### config.mk
export PLATFORM = sky130hd
export DESIGN_NAME = code_mem_loader
export DESIGN_NICKNAME = d
export VERILOG_FILES = /design/src/rtl/code_mem_loader.sv
export SDC_FILE = /design/constraint.sdc
export NUM_CORES = 1
export LEC_CHECK = 0
export CAP_MARGIN = 20
export CORE_MARGIN = 4
export CORE_UTILIZATION = 53
export DETAILED_ROUTE_END_ITERATION = 8
export PLACE_DENSITY = 0.95
export SLEW_MARGIN = 40
export SYNTH_ARGS = -nofsm -noshare
export SYNTH_HDL_FRONTEND = slang
export SYNTH_SLANG_ARGS = --single-unit
### constraint.sdc
create_clock -name Clock -period 5.5 [get_ports Clock]
set_input_delay 1.1 -clock Clock [delete_from_list [all_inputs] [get_ports Clock]]
set_output_delay 1.1 -clock Clock [all_outputs]
set_load 0.01 [all_outputs]
### src/rtl/code_mem_loader.sv
// code_mem_loader: packs a valid/ready byte stream (length byte, then three bytes per
// word) into 17-bit words and writes them to code memory from address 0.
// While loading, the CPU is held stalled.
// Ports:
//   Clock/Resetn  - clock and asynchronous active-low reset
//   Start         - begin a load
//   Byte_*        - byte stream handshake
//   Wr_*          - code memory write port
//   Cpu_Hold, Busy, Done, Err, Word_Count - status
// Optional build macro: LOADER_CHECKSUM_EN adds a trailing mod-256 checksum byte.
module code_mem_loader #(
  parameter int ADDR_W = 5,
  parameter int WORD_W = 17
) (
  input  logic              Clock,
  input  logic              Resetn,
  input  logic              Start,
  input  logic [7:0]        Byte_In,
  input  logic              Byte_Valid,
  output logic              Byte_Ready,
  output logic              Wr_En,
  output logic [ADDR_W-1:0] Wr_Addr,
  output logic [WORD_W-1:0] Wr_Data,
  output logic              Cpu_Hold,
  output logic              Busy,
  output logic              Done,
  output logic              Err,
  output logic [ADDR_W:0]   Word_Count
);

  localparam logic [3:0] S_IDLE  = 4'd0;
  localparam logic [3:0] S_LEN   = 4'd1;
  localparam logic [3:0] S_B0    = 4'd2;
  localparam logic [3:0] S_B1    = 4'd3;
  localparam logic [3:0] S_B2    = 4'd4;
  localparam logic [3:0] S_WRITE = 4'd5;
  localparam logic [3:0] S_DONE  = 4'd6;
  localparam logic [3:0] S_ERR   = 4'd7;
`ifdef LOADER_CHECKSUM_EN
  localparam logic [3:0] S_CHK   = 4'd8;
  localparam logic [3:0] S_FIN   = S_CHK;
`else
  localparam logic [3:0] S_FIN   = S_DONE;
`endif

  localparam int unsigned MAX_N = 2 ** ADDR_W;

  logic [3:0]      state;
  logic [3:0]      nxt;
  logic [ADDR_W:0] n_len;
  logic [ADDR_W:0] cnt_inc;
  logic [31:0]     len_val;
  logic            xfer;
  logic            start_ok;
  logic            len_ok;
  logic            b0_ok;
  logic            last;
  logic            rdy_n;
  logic            idle_n;
  logic            hold_n;
`ifdef LOADER_CHECKSUM_EN
  logic [7:0]      sum;
`endif

  assign xfer     = Byte_Valid & Byte_Ready;
  assign start_ok = Start & ((state == S_IDLE) |
                             (state == S_DONE) |
                             (state == S_ERR));
  assign len_val  = {24'd0, Byte_In};
  assign len_ok   = (len_val != 32'd0) && (len_val <= MAX_N);
  assign b0_ok    = (Byte_In[7:1] == 7'd0);
  assign cnt_inc  = Word_Count + (ADDR_W+1)'(1);
  assign last     = (cnt_inc == n_len);

  always_comb begin
    nxt = state;
    case (state)
      S_IDLE, S_DONE, S_ERR:
        if (Start) nxt = S_LEN;
      S_LEN:
        if (xfer) nxt = len_ok ? S_B0 : S_ERR;
      S_B0:
        if (xfer) nxt = b0_ok ? S_B1 : S_ERR;
      S_B1:
        if (xfer) nxt = S_B2;
      S_B2:
        if (xfer) nxt = S_WRITE;
      S_WRITE:
        nxt = last ? S_FIN : S_B0;
`ifdef LOADER_CHECKSUM_EN
      S_CHK:
        if (xfer) nxt = (Byte_In == sum) ? S_DONE : S_ERR;
`endif
      default:
        nxt = S_IDLE;
    endcase
  end

  // Status outputs are registered from the next state so that
  // Byte_Ready never depends combinationally on Byte_Valid.
  always_comb begin
    rdy_n  = (nxt == S_LEN) || (nxt == S_B0) ||
             (nxt == S_B1)  || (nxt == S_B2);
`ifdef LOADER_CHECKSUM_EN
    rdy_n  = rdy_n || (nxt == S_CHK);
`endif
    idle_n = (nxt == S_IDLE) || (nxt == S_DONE) ||
             (nxt == S_ERR);
    // A failed load leaves memory partly written: keep the CPU held.
    hold_n = !((nxt == S_IDLE) || (nxt == S_DONE));
  end

  always_ff @(posedge Clock or negedge Resetn) begin
    if (!Resetn) begin
      state      <= S_IDLE;
      Byte_Ready <= 1'b0;
      Wr_En      <= 1'b0;
      Wr_Addr    <= '0;
      Wr_Data    <= '0;
      Cpu_Hold   <= 1'b0;
      Busy       <= 1'b0;
      Done       <= 1'b0;
      Err        <= 1'b0;
      Word_Count <= '0;
      n_len      <= '0;
    end else begin
      state      <= nxt;
      Byte_Ready <= rdy_n;
      Wr_En      <= (nxt == S_WRITE);
      Busy       <= !idle_n;
      Cpu_Hold   <= hold_n;
      Done       <= (nxt == S_DONE);
      Err        <= (nxt == S_ERR);
      if (start_ok) begin
        Word_Count <= '0;
        Wr_Addr    <= '0;
      end
      // Wr_Addr wraps to 0 after word 2^ADDR_W; the load ends there.
      if (state == S_WRITE) begin
        Word_Count <= cnt_inc;
        Wr_Addr    <= Wr_Addr + ADDR_W'(1);
      end
      if (xfer) begin
        case (state)
          S_LEN: n_len <= len_val[ADDR_W:0];
          S_B0:  if (b0_ok) Wr_Data[WORD_W-1] <= Byte_In[0];
          S_B1:  Wr_Data[15:8] <= Byte_In;
          S_B2:  Wr_Data[7:0]  <= Byte_In;
          default: ;
        endcase
      end
    end
  end

`ifdef LOADER_CHECKSUM_EN
  always_ff @(posedge Clock or negedge Resetn) begin
    if (!Resetn) begin
      sum <= '0;
    end else if (start_ok) begin
      sum <= '0;
    end else if (xfer && ((state == S_B0) ||
                          (state == S_B1) ||
                          (state == S_B2))) begin
      sum <= sum + Byte_In;
    end
  end
`endif

endmodule

Yosys cells after proc, flatten, opt, wreduce, memory -nomap -nowiden
Cells that the tools add are included.
- register bits: 44
- input bits: 12
- output and inout port bits: 34
- $add $sub $neg: 2
- order comparisons: 1
- eq/ne operators: 15
- mux-type cells: 13
- bitwise gates (word level): 4
- reductions and logical operators: 18
- operators by type and width (cell ; number):
    == test 4 x 3 -> 1 bit, second input constant ; 8
    nonzero test 32 bit ; 1
    one-hot mux 4 bit (6 select lines) ; 1
    two-way mux 4 bit ; 5
    == test 4 x 2 -> 1 bit, second input constant ; 4
    two-way mux 6 bit ; 2
    two-way mux 5 bit ; 2
    two-way mux 3 bit ; 3
    == test 4 x 1 -> 1 bit, second input constant ; 2
    less-or-equal comparator 8 x 6 -> 1 bit, second input constant ; 1
    logical NOT 4 bit ; 2
    logical NOT 7 bit ; 1
    adder 6 x 1 -> 6 bit, second input constant ; 1
    == test 6 bit ; 1
    AND reduction 2 bit ; 3
    adder 5 x 1 -> 5 bit, second input constant ; 1
    logical OR 1 bit ; 5
    AND reduction 3 bit ; 1
    OR reduction 3 bit ; 1
    bitwise AND 1 bit ; 2
    logical NOT 1 bit ; 2
    bitwise OR 1 bit ; 2
    nonzero test 2 bit ; 1
    logical AND 1 bit ; 1

Longest topological paths before layout
- depth after elaboration: 9
- mapped depth: 8

Least setup slack after synthesis
No wires, ideal clock.
- path kind: input-to-reg
- start: in Byte_In[2]
- end: reg Err
- arrival: 2.545 ns
- required time: 5.380 ns
- path slack: 2.835 ns
- stages: 7
- cells stage by stage: or4_4 > o21a_1 > nor3_1 > o21ai_1 > a41o_1 > buf_6 > and3_2
- cells in the longest elaborated chain, start to end: 6
- elaborated cells between the ends (all ways): 10
- those cells by class: order compare (1); eq/ne (1); mux (5); reduce/logical (3)
- RTL lines (what ; RTL line ; RTL):
    from (decl) ; 18 ; input logic [7:0] Byte_In,
    less-or-equal comparator 8 x 6 -> 1 bit or nonzero test 32 bit (tied branches) ; 70 ; assign len_ok = (len_val != 32'd0) && (len_val <= MAX_N);
    logical AND 1 bit ; 70 ;
    two-way mux 3 bit ; 81 ; if (xfer) nxt = len_ok ? S_B0 : S_ERR;
    two-way mux 4 bit ; 81 ;
    one-hot mux 4 bit (6 select lines) (*) ; 77 ; case (state)
    net nxt[2] ; 49 ; logic [3:0] nxt;
    == test 4 x 3 -> 1 bit (*) ; 133 ; Err <= (nxt == S_ERR);
    to (signal assigned) ; 133 ;
    to (decl) ; 27 ; output logic Err,
The timed path passes the listed nets; every way through them passes the cells marked *.
A chain may end at the register's enable or synchronous reset.

Final worst setup path
- start: in Byte_In[2]
- end: reg Done
- cells in the longest elaborated chain, start to end: 6
- elaborated cells between the ends (all ways): 10
- those cells by class: order compare (1); eq/ne (1); mux (5); reduce/logical (3)
- RTL lines (what ; RTL line ; RTL):
    less-or-equal comparator 8 x 6 -> 1 bit or nonzero test 32 bit (tied branches) ; 70 ;
    logical AND 1 bit (*) ; 70 ;
    two-way mux 3 bit (*) ; 81 ;
    two-way mux 4 bit (*) ; 81 ;
    one-hot mux 4 bit (6 select lines) (*) ; 77 ;
    net nxt[0] ; 49 ;
    == test 4 x 3 -> 1 bit (*) ; 132 ; Done <= (nxt == S_DONE);
    to (signal assigned) ; 132 ;
    to (decl) ; 26 ; output logic Done,
Marks and branches as above.

==> run metrics <==
status=completed; Clock Latency Late Sink=0.29 ns; number of synthesized flops with an enable pin=0; crit path capture type=register; clk root buf=clkbuf_8; Final Util=0.7022; PortBufs=45; clk_skew=approximately 0.0053 ns; via count=1,498; Final Setup Violations=0; Synth Area per Inst=roughly 12 sq um; Synth Cell Area=roughly 0.0020 sq mm; # nets final=231; Antenna Cells=0; Required @ worst endpoint=between 5 and 6 ns; Ys Warns=0; DR vias/cell=between 5 and 6; TritonCTS clock tree=yes; fmax=0.3361 GHz; GRT Max-Usage Layer=met2; final hold violation count=0; total gr overflow=0; dpl hpwl=about 3.0 mm; GR Util met3=0.05362; VDD IR max=0.2163 mV; min-delay src=Wr_Addr[4]; syn nets=186; RePlAce Congestion=a little under 0.9; Die Ht=69.82 um; Min-Delay Path Class=reg -> reg; ANT nets after route=0; Clock transition at path regs=0.08 ns; Power Density=between 300 and 400 mW/mm^2; vias in the first global route=1,522; Worst setup SP type=primary input; critical path fanouts, max=4; Yosys reg bits=44; hold_buf cts=0; crit path kind=in -> reg; clk sinks=44; Clock H-tree levels=2; M2 GR Usage=0.2812; Placeable Area=0.003689 sq mm; r2r setup slk=about 3.2 ns; Iteration-0 DRC Markers=144; layout cells sized above 1=0.1835; FFs w/ async S/R, synth=1.000; # DRC=0; Die W=between 60 and 70 um; # rows=22; CP arrival=3.17 ns; worst-case clock buffer depth=2; Netlist cell types=41; unrepaired setup endpoints after global routing=no; final wirelength=4.166 mm; crit share post-route=0.5409; most frequent cells in the layout=44 x dfrtp_1, 44 x clkdlybuf4s50_1, 23 x mux2_2, 16 x nand2_1, 12 x o21ai_0; worst r2r src=state[0]; Pwr Total=between 0.8 and 0.9 mW; drt pass-1 iters=4; Area growth, synth to finish=27.86%; met1 Track Usage GR=0.2339; Final TNS setup=0 ns; Initial Util=0.5492; number of max-cap violations=0; R2R cell count=5; R2R Path End=Busy; Post-Syn Instances=approximately 170; total track usage=0.1785; Post-synth top flop=dfrtp_1; Tightest Pin Transition=between 0.5 and 0.6 ns; Leakage=around 1.1 nW; CTS Buf Count=5; WL/cell=between 15 and 20 um; post-CTS setup buffer count=0; initial antenna violation count=0; worst hold path depth=1; fin crit period=2.975 ns; Worst Hold Endpoint=Wr_Addr[4]; wire length of the first global-routing pass=7.127 mm; IO Count=46; post-cts sizing count=0; maximum number of pins on one net before global-route repair=45; Seq/Total Area, Yosys=0.5435; Max-slew headroom=0.6399; fin. max-slew vios=0; Die ar.=slightly below 0.005 sq mm; WHS=0.4965 ns
==> per-stage QoR <==
stage,std cells,cell area [sq um],worst slack [ns]
floorplan,172,2026,2.835
global placement,258,2495,2.291
detailed placement,258,2497,2.200
CTS,266,2590,2.523
global route,266,2590,2.415
finish,266,2590,2.525
==> critical path: stages <==
cell and delay (ns):
clkdlybuf4s50_1 0.47, or4_4 0.58, nor3_1 0.30, nor4b_2 0.09, o22ai_1 0.31, nor2b_1 0.11, and2_2 0.20
==> synth_stat cells (all sizes together) (2+ instances only) <==
cell | instances | share of area
mux2 | 23 | 0.13
o21ai | 13 | 0.032
xnor2 | 5 | 0.022
dfrtp | 44 | 0.54
xor2 | 7 | 0.030
nand3 | 5 | 0.015
nand2 | 16 | 0.030
nor2b | 3 | 0.0093
and3 | 3 | 0.0099
nor3 | 4 | 0.012
and2 | 4 | 0.013
ha | 2 | 0.012
nor2 | 9 | 0.018
clkbuf | 4 | 0.0074
o22ai | 3 | 0.0093
nand4b | 2 | 0.0086
mux2i | 4 | 0.020
buf | 3 | 0.011
nand4 | 3 | 0.0093
o211ai | 2 | 0.0074
==> metal layers <==
| metal | vias to the layer above | routed length [um] |
|---|---|---|
| met5 | - | 0 |
| met4 | 0 | 51 |
| met3 | 6 | 268 |
| met2 | 51 | 1992 |
| met1 | 741 | 1854 |
| li1 | 700 | - |
==> registers in the layout, indices dropped and copies added (netlist names) <==
| register | count |
|---|---|
| n_len | 6 |
| Wr_Addr | 5 |
| Byte_Ready | 1 |
| Cpu_Hold | 1 |
| Done | 1 |
| Busy | 1 |
| Wr_En | 1 |
| Wr_Data | 17 |
| Err | 1 |
| Word_Count | 6 |
| state | 4 |
==> power by group <==
part	internal, mW	leakage, nW	switching [mW]	total [mW]
registers	0.385	0.596	0.0479	0.433
clock network	0.100	0.0510	0.107	0.207
logic	0.142	0.498	0.106	0.248
==> logic make-up after synthesis <==
logic type,after synthesis,share of synthesized area
flip-flops,44,0.5435
AND/OR/NAND/NOR,55,0.1538
AO/OA/AOI/OAI,23,0.06918
XOR/XNOR,12,0.05188
multiplexers,27,0.1476
other,1,0.001851
adder cells (fa/ha/maj),2,0.01235
buffers and inverters,8,0.01976
==> worst max-delay path by stage <==
stage,end,slack [ns],start,cells after the start
3_3_place_gp,Err,2.29,Byte_In[2],7
6_report,Done,2.52,Byte_In[2],7
5_1_grt,Done,2.41,Byte_In[2],7
2_1_floorplan,Err,2.83,Byte_In[2],7
4_1_cts,Done,2.52,Byte_In[2],7
3_5_place_dp,Done,2.20,Byte_In[2],7
==> area by class of cell <==
| cell class | count | area, sq um |
|---|---|---|
| fillers | 301 | 1099 |
| repair buffers | 45 | 447.9 |
| multi-input cells | 120 | 884.6 |
| well taps | 48 | 60.06 |
| clock buffers | 6 | 82.58 |
| inverters | 1 | 3.754 |
| clock inverters | 2 | 10.01 |
| flip-flops and latches | 44 | 1101 |
Note: power is estimated with default switching activity, not from simulation.
